[src/rtl/rtc_pkg.sv]
`default_nettype none
// ============================================================================
// Package     : rtc_pkg
// Description : Shared constants and helpers for the V3023 RTC timer
//               programming path: bank indices of the timer registers,
//               RTC register addresses, the transfer command byte and a
//               packed-BCD validity check.
// Revision    : 1.0 - initial release
// ============================================================================
package rtc_pkg;

  // Bank indices holding the timer seconds / minutes / hours
  localparam logic [3:0] REG_SEG = 4'd6;
  localparam logic [3:0] REG_MIN = 4'd7;
  localparam logic [3:0] REG_HOR = 4'd8;

  // RTC register addresses for the same timer fields
  localparam logic [7:0] ADDR_SEG = 8'h41;
  localparam logic [7:0] ADDR_MIN = 8'h42;
  localparam logic [7:0] ADDR_HOR = 8'h43;

  // Command byte: RAM -> reserved area transfer
  localparam logic [7:0] CMD_TRANSFER = 8'hF0;

  // True when both nibbles of a packed-BCD byte are in 0..9
  function automatic logic bcd_ok(input logic [7:0] b);
    return (b[7:4] <= 4'd9) && (b[3:0] <= 4'd9);
  endfunction

endpackage
`default_nettype wire

[src/rtl/rtc_banco_bcd.sv]
`default_nettype none
// ============================================================================
// Module      : rtc_banco_bcd
// Description : NREG x DATA_W register bank for the RTC sequencer.
//               Two synchronous write ports (user, read-back capture) and
//               one asynchronous read port.
// Ports       : Clock, Reset          - clock, sync active-high reset
//               i_usr_we/addr/data    - user write (already BCD-qualified)
//               i_cap_we/addr/data    - read-back capture write
//               i_rd_addr, o_rd_data  - combinational read port
// Revision    : 1.0 - initial release
// ============================================================================
module rtc_banco_bcd #(
  parameter int DATA_W = 8,
  parameter int NREG   = 16
) (
  input  logic              Clock,
  input  logic              Reset,
  input  logic              i_usr_we,
  input  logic [3:0]        i_usr_addr,
  input  logic [DATA_W-1:0] i_usr_data,
  input  logic              i_cap_we,
  input  logic [3:0]        i_cap_addr,
  input  logic [DATA_W-1:0] i_cap_data,
  input  logic [3:0]        i_rd_addr,
  output logic [DATA_W-1:0] o_rd_data
);

  logic [DATA_W-1:0] r_mem [NREG];

  // A capture to the same index as a user write takes precedence; the
  // user write is simply dropped in that case.
  logic w_usr_do;
  assign w_usr_do = i_usr_we && !(i_cap_we && (i_cap_addr == i_usr_addr));

  always_ff @(posedge Clock) begin
    if (Reset) begin
      for (int i = 0; i < NREG; i++) begin
        r_mem[i] <= '0;
      end
    end else begin
      if (w_usr_do) begin
        r_mem[i_usr_addr] <= i_usr_data;
      end
      if (i_cap_we) begin
        r_mem[i_cap_addr] <= i_cap_data;
      end
    end
  end

  // Read sees pre-edge contents; no write forwarding.
  assign o_rd_data = r_mem[i_rd_addr];

endmodule
`default_nettype wire

[src/rtl/rtc_bus_datos.sv]
`default_nettype none
// ============================================================================
// Module      : rtc_bus_datos
// Description : Data-path stage of the RTC timer-programming sequencer.
//               Selects the byte for the multiplexed AD bus (command,
//               bank data or address), registers it with its output
//               enable, and captures bytes read back from the RTC.
// Ports       : Clock, Reset           - clock, sync active-high reset
//               direccion, add_reg     - address byte / bank index
//               sd, cmd, sent_a/sent_d - phase selections and strobes
//               rd_n, rd_idx, ad_in    - read-back strobe, index, pad data
//               usr_we/addr/data       - user bank write (packed BCD)
//               ad_out, ad_oe          - AD bus byte and output enable
//               err_bcd, rd_valid      - reject / capture pulses
// Revision    : 1.0 - initial release
// ============================================================================
module rtc_bus_datos
  import rtc_pkg::*;
#(
  parameter int               DATA_W       = 8,
  parameter int               NREG         = 16,
  parameter logic [DATA_W-1:0] CMD_TRANSFER = rtc_pkg::CMD_TRANSFER
) (
  input  logic              Clock,
  input  logic              Reset,
  input  logic [DATA_W-1:0] direccion,
  input  logic [3:0]        add_reg,
  input  logic              sd,
  input  logic              cmd,
  input  logic              sent_a,
  input  logic              sent_d,
  input  logic              rd_n,
  input  logic [3:0]        rd_idx,
  input  logic [DATA_W-1:0] ad_in,
  input  logic              usr_we,
  input  logic [3:0]        usr_addr,
  input  logic [DATA_W-1:0] usr_data,
  output logic [DATA_W-1:0] ad_out,
  output logic              ad_oe,
  output logic              err_bcd,
  output logic              rd_valid
);

  logic [DATA_W-1:0] r_ad_out;
  logic              r_ad_oe;
  logic              r_err_bcd;
  logic              r_rd_valid;
  logic              r_rd_n_q;
  logic [DATA_W-1:0] r_ad_in_q;
  logic              r_conflict;

  logic [DATA_W-1:0] w_bank_rd;
  logic [DATA_W-1:0] w_byte;
  logic              w_load;
  logic              w_bcd_ok;
  logic              w_usr_we;
  logic              w_rd_rise;
  logic              w_cap_we;

  // Byte selection, priority cmd > data phase > address phase
  always_comb begin
    w_byte = r_ad_out;
    w_load = 1'b0;
    if (sd) begin
      if (cmd) begin
        w_byte = CMD_TRANSFER;
        w_load = 1'b1;
      end else if (sent_d) begin
        w_byte = w_bank_rd;
        w_load = 1'b1;
      end else if (sent_a) begin
        w_byte = direccion;
        w_load = 1'b1;
      end
    end
  end

  assign w_bcd_ok  = bcd_ok(usr_data);
  assign w_usr_we  = usr_we && w_bcd_ok;
  assign w_rd_rise = !r_rd_n_q && rd_n;
  assign w_cap_we  = w_rd_rise && !r_conflict;

  always_ff @(posedge Clock) begin
    if (Reset) begin
      r_ad_out   <= '0;
      r_ad_oe    <= 1'b0;
      r_err_bcd  <= 1'b0;
      r_rd_valid <= 1'b0;
      r_rd_n_q   <= 1'b1;
      r_ad_in_q  <= '0;
      r_conflict <= 1'b0;
    end else begin
      if (w_load) begin
        r_ad_out <= w_byte;
      end
      r_ad_oe    <= sd;
      r_err_bcd  <= usr_we && !w_bcd_ok;
      r_rd_valid <= w_cap_we;
      r_rd_n_q   <= rd_n;
      // Hold the pad value seen while rd_n is low; the capture uses this
      // copy because ad_in is no longer driven once rd_n has risen.
      if (!rd_n) begin
        r_ad_in_q <= ad_in;
        // Any overlap of the read strobe with our own bus drive poisons
        // the whole low phase; restart tracking at each falling edge.
        if (r_rd_n_q) begin
          r_conflict <= r_ad_oe;
        end else begin
          r_conflict <= r_conflict || r_ad_oe;
        end
      end
    end
  end

  rtc_banco_bcd #(
    .DATA_W (DATA_W),
    .NREG   (NREG)
  ) u_banco (
    .Clock      (Clock),
    .Reset      (Reset),
    .i_usr_we   (w_usr_we),
    .i_usr_addr (usr_addr),
    .i_usr_data (usr_data),
    .i_cap_we   (w_cap_we),
    .i_cap_addr (rd_idx),
    .i_cap_data (r_ad_in_q),
    .i_rd_addr  (add_reg),
    .o_rd_data  (w_bank_rd)
  );

  assign ad_out   = r_ad_out;
  assign ad_oe    = r_ad_oe;
  assign err_bcd  = r_err_bcd;
  assign rd_valid = r_rd_valid;

endmodule
`default_nettype wire

[config.mk]
export PLATFORM = sky130hd
export DESIGN_NAME = rtc_bus_datos
export DESIGN_NICKNAME = d
export VERILOG_FILES = /design/src/rtl/rtc_pkg.sv /design/src/rtl/rtc_banco_bcd.sv /design/src/rtl/rtc_bus_datos.sv
export SDC_FILE = /design/constraint.sdc
export NUM_CORES = 1
export LEC_CHECK = 0
export CORE_UTILIZATION = 59
export DETAILED_ROUTE_END_ITERATION = 6
export GPL_ROUTABILITY_DRIVEN = 0
export GPL_TIMING_DRIVEN = 0
export PLACE_DENSITY = 0.89
export SYNTH_ARGS = -nofsm -noshare
export SYNTH_HDL_FRONTEND = slang
export SYNTH_SLANG_ARGS = --single-unit
[constraint.sdc]
create_clock -name Clock -period 3 [get_ports Clock]
set_input_delay 0.75 -clock Clock [delete_from_list [all_inputs] [get_ports Clock]]
set_output_delay 0.75 -clock Clock [all_outputs]
set_load 0.02 [all_outputs]
==> metrics list <==
* Worst Hold Depth: 2
- The initial antenna violation count was 0.
- The first global-routing pass estimated 35.1 mm of wire.
* Count of endpoints failing hold in the final timing report: 0
* Clock tree from TritonCTS: yes
- Post-synthesis area per instance: 12.5 um^2
* Min-Delay Path Class: flip-flop to flip-flop
* Number of nets in the synthesized netlist: 623
* Inserted Diodes: 0
* Share of final-layout standard cells stronger than drive strength 1: 14.1%
- Synthesis inferred 149 register bits.
* DRC violation count after routing: 56
- Die H: 113 um
- Maximum resistive drop on vdd: 0.457 mV
* Total core area: 12000 um^2
- Worst slew pin tran: 1.14 ns
- Total power after layout: 0.00512 W
- Share of synthesized flip-flops with an asynchronous set or reset: 0%
- The final route contains 6487 vias.
- Setup repair after global routing could not meet its margin everywhere.
* Starting Density: 60.5%
* Peak fanout along the critical path: 9
- Worst Path Arrival: 3.25 ns
* CTS Hold Bufs: 0
- Inserted Clock Buffers: 17
- Cell type contributing the most total cell area after synthesis: sky130_fd_sc_hd__edfxtp_1
- Max_slew headroom: 23.2%
- The floorplan step defined a die boundary enclosing 12700 um^2.
* Area of the mapped netlist: 7240 um^2
- Path type of the worst setup path: input pin to flip-flop
- The synthesized design contains 128 enable-type register cells.
- Fraction of post-synthesis cell area in the top cell type by area: 53.1%
- Dividing the detail-routed via count by the number of cells gives 8.03.
- Pre-CTS setup slack: -1.02 ns
- After global routing the overflow that remains totals 0.
* Clock-pin slew of the registers on the worst-case setup and hold paths: 0.06 ns
* Post-layout worst setup margin: -0.205 ns
- Number of filler instances in the final layout: 746
* Endpoint of the most critical register-to-register path: u_banco.r_mem[4][6]
* Outcome: complete, but fails checks
- Sequential cells were found to cover 58.9% of the synthesized design area.
- Max-cap violations in this run came to 0.
- Entering global routing, the biggest net connects 17 pins.
* Hold Path Origin: ad_oe
- Counting distinct cell types in the post-synthesis netlist gives 47.
- Clock sink count: 149
- Worst r2r src: r_rd_n_q
- Worst-case clock buffer depth: 2
- The initialized floorplan defines 40 standard-cell rows.
- Static leakage: 2.86 nW
* Count of buffers from port buffering: 48
* Min Tclk post-route: 3.21 ns
- Ranked by total cell area, the synthesized netlist is headed by sky130_fd_sc_hd__edfxtp_1 (53%), sky130_fd_sc_hd__o22ai_1 (11%), sky130_fd_sc_hd__mux4_2 (8.7%).
- Skew final: 0.00987 ns
- Number of global-route vias before repair: 6103
- Wirelength, routed: 24.0 mm
- The Yosys step of the flow raised 0 warnings.
* Data required time at the worst endpoint: 3.04 ns
* HPWL after detailed placement: 15.8 mm
- Total Nets Final: 692
* Clock tree root buffer cell: sky130_fd_sc_hd__clkbuf_16
- Among all flip-flop cells after synthesis, the most frequent one is sky130_fd_sc_hd__edfxtp_1.
- The worst path uses 107% of the clock period.
* Violated checks: design-rule violations, negative setup slack
- The first routing iteration left 1603 violations.
* Number of placed I/O pins: 55
- Die Span X: 113 um
- The worst hold path terminates at r_conflict.
- Cell depth of the worst flop-to-flop path: 4
- The pre-antenna-repair detailed-routing pass consisted of 7 iterations.
- Capturing element type of the critical path: flip-flop
- Across every metal layer, demand over resource in global routing totals 38.5%.
* Skew-Pair Late Insertion Delay: 0.43 ns
- CTS H-Tree Depth: 4
- Number of slew-limit violations in the final report: 0
- Dividing total power by cell area gives a power density of 592 nW/um^2.
- Synthesis handed over a netlist of 579 instances.
- Post-DRT Antenna Nets: 0
* Register-to-Register Setup Slack: 0.35 ns
- Area added between synthesis and finish: 19.4%
- Based on the critical path, the design can be clocked at up to 0.312 GHz.
- Startpoint Class: input pin
* Number of setup violations in the final report: 71
- Dividing the detail-routed wire length by the instance count gives 29.7 um.
## per-layer routing
| metal | GRT usage (%) | part of all wire, % |
|---|---|---|
| met5 | 2.35 | 0 |
| met3 | 14.6 | 17 |
| met2 | 57.7 | 43 |
| met4 | 24.5 | 8.9 |
| met1 | 47.1 | 31 |
## Yosys cell counts, types with 5 or more instances
cell type,number
sky130_fd_sc_hd__a31oi_1,5
sky130_fd_sc_hd__mux4_2,28
sky130_fd_sc_hd__nor2_1,12
sky130_fd_sc_hd__o21ai_0,22
sky130_fd_sc_hd__nand2_1,65
sky130_fd_sc_hd__edfxtp_1,128
sky130_fd_sc_hd__nor2b_1,6
sky130_fd_sc_hd__dfxtp_1,21
sky130_fd_sc_hd__a21oi_1,21
sky130_fd_sc_hd__o22ai_1,128
sky130_fd_sc_hd__buf_2,10
sky130_fd_sc_hd__mux2i_1,20
sky130_fd_sc_hd__clkbuf_1,29
sky130_fd_sc_hd__o21ai_1,7
sky130_fd_sc_hd__inv_1,5
## kinds of logic after synthesis
| logic type | after synthesis | share of synthesized area [%] |
|---|---|---|
| DFF | 149 | 58.9 |
| muxes | 52 | 12.1 |
| buffers and inverters | 53 | 3.25 |
| and+or+nand+nor | 117 | 7.90 |
| xor gates and xnor gates | 4 | 0.484 |
| AOI/OAI and AO/OA | 204 | 17.4 |
## through the flow
step	cell area [um^2]	cells	setup TNS [ns]	utilization [%]	hold WS (ns)
6_report	8650	808	-4.66	72.3	0.479
5_1_grt	8650	808	-7.44	72.3	0.499
4_1_cts	8570	806	0	71.6	0.480
3_5_place_dp	7900	774	-102.40	66.1	0.467
3_3_place_gp	7900	774	-100.17	66.1	0.460
2_1_floorplan	7240	579	0	-	0.458
## final cells by class
| class | count | area, um^2 | area share, % |
|---|---|---|---|
| Timing Repair Buffer | 50 | 520 | 6.02 |
| Inverter | 5 | 18.8 | 0.217 |
| Buffer | 48 | 216 | 2.50 |
| Tap cell | 147 | 184 | 2.13 |
| Clock inverter | 5 | 53.8 | 0.622 |
| Clock buffer | 27 | 578 | 6.68 |
| Multi-Input combinational cell | 377 | 2810 | 32.5 |
| Sequential cell | 149 | 4260 | 49.3 |
## flip-flops by register name (all words and copies together) (netlist names)
register and flops:
rd_valid 1, ad_out 8, r_rd_n_q 1, r_conflict 1, r_ad_in_q 8, ad_oe 1
err_bcd 1, u_banco.r_mem 128
## worst max path at each step
stage	start	to
final	usr_data[5]	u_banco.r_mem[4][6]
after global routing	rd_n	u_banco.r_mem[12][7]
after CTS	usr_data[1]	u_banco.r_mem[4][3]
after detailed placement	usr_addr[2]	u_banco.r_mem[0][4]
after global placement	usr_addr[2]	u_banco.r_mem[3][5]
after floorplan	usr_addr[2]	u_banco.r_mem[2][0]
## what timing repair did
action	4_1_cts	5_1_grt
setup endpoints to repair	122	144
hold endpoints to repair	0	0
resized for setup	20	8
pin swaps	0	2
buffers inserted	0	2
gates cloned	0	0
## layout by cell type (no fill, tap or decap), types with 4 or more instances in the layout
cell type,Yosys,layout
sky130_fd_sc_hd__o22ai_1,128,128
sky130_fd_sc_hd__edfxtp_1,128,128
sky130_fd_sc_hd__nand2_1,65,65
sky130_fd_sc_hd__clkdlybuf4s50_1,0,48
sky130_fd_sc_hd__clkbuf_1,29,32
sky130_fd_sc_hd__mux4_2,28,28
sky130_fd_sc_hd__a21oi_1,21,21
sky130_fd_sc_hd__dfxtp_1,21,21
sky130_fd_sc_hd__clkbuf_16,0,21
sky130_fd_sc_hd__mux2i_1,20,20
sky130_fd_sc_hd__nor2_1,12,12
sky130_fd_sc_hd__o21ai_1,7,10
sky130_fd_sc_hd__buf_2,10,10
sky130_fd_sc_hd__o21ai_2,0,10
sky130_fd_sc_hd__nor2b_1,6,6
sky130_fd_sc_hd__o21ai_0,22,6
sky130_fd_sc_hd__inv_1,5,5
sky130_fd_sc_hd__a31oi_1,5,5
sky130_fd_sc_hd__xnor2_1,4,4
sky130_fd_sc_hd__buf_4,4,4
sky130_fd_sc_hd__mux2_2,4,4
sky130_fd_sc_hd__o221ai_1,4,4
sky130_fd_sc_hd__a211oi_1,4,4
sky130_fd_sc_hd__nand4_1,4,4
sky130_fd_sc_hd__a22o_1,4,4
## worst max-delay path, stage by stage
cell and delay [ns]:
sky130_fd_sc_hd__clkdlybuf4s50_1 0.52, sky130_fd_sc_hd__o21a_1 0.30, sky130_fd_sc_hd__nor4_1 0.27, sky130_fd_sc_hd__o21ai_1 0.39, sky130_fd_sc_hd__o21ai_1 1.01
## power breakdown
group | switching [W] | internal, W | total [W]
clock network | 0.000841 | 0.00141 | 0.00225
registers | 0.0000451 | 0.00233 | 0.00237
logic | 0.000313 | 0.000192 | 0.000505
total | 0.00120 | 0.00392 | 0.00512
No activity file was read; power rests on OpenSTA's default activity.
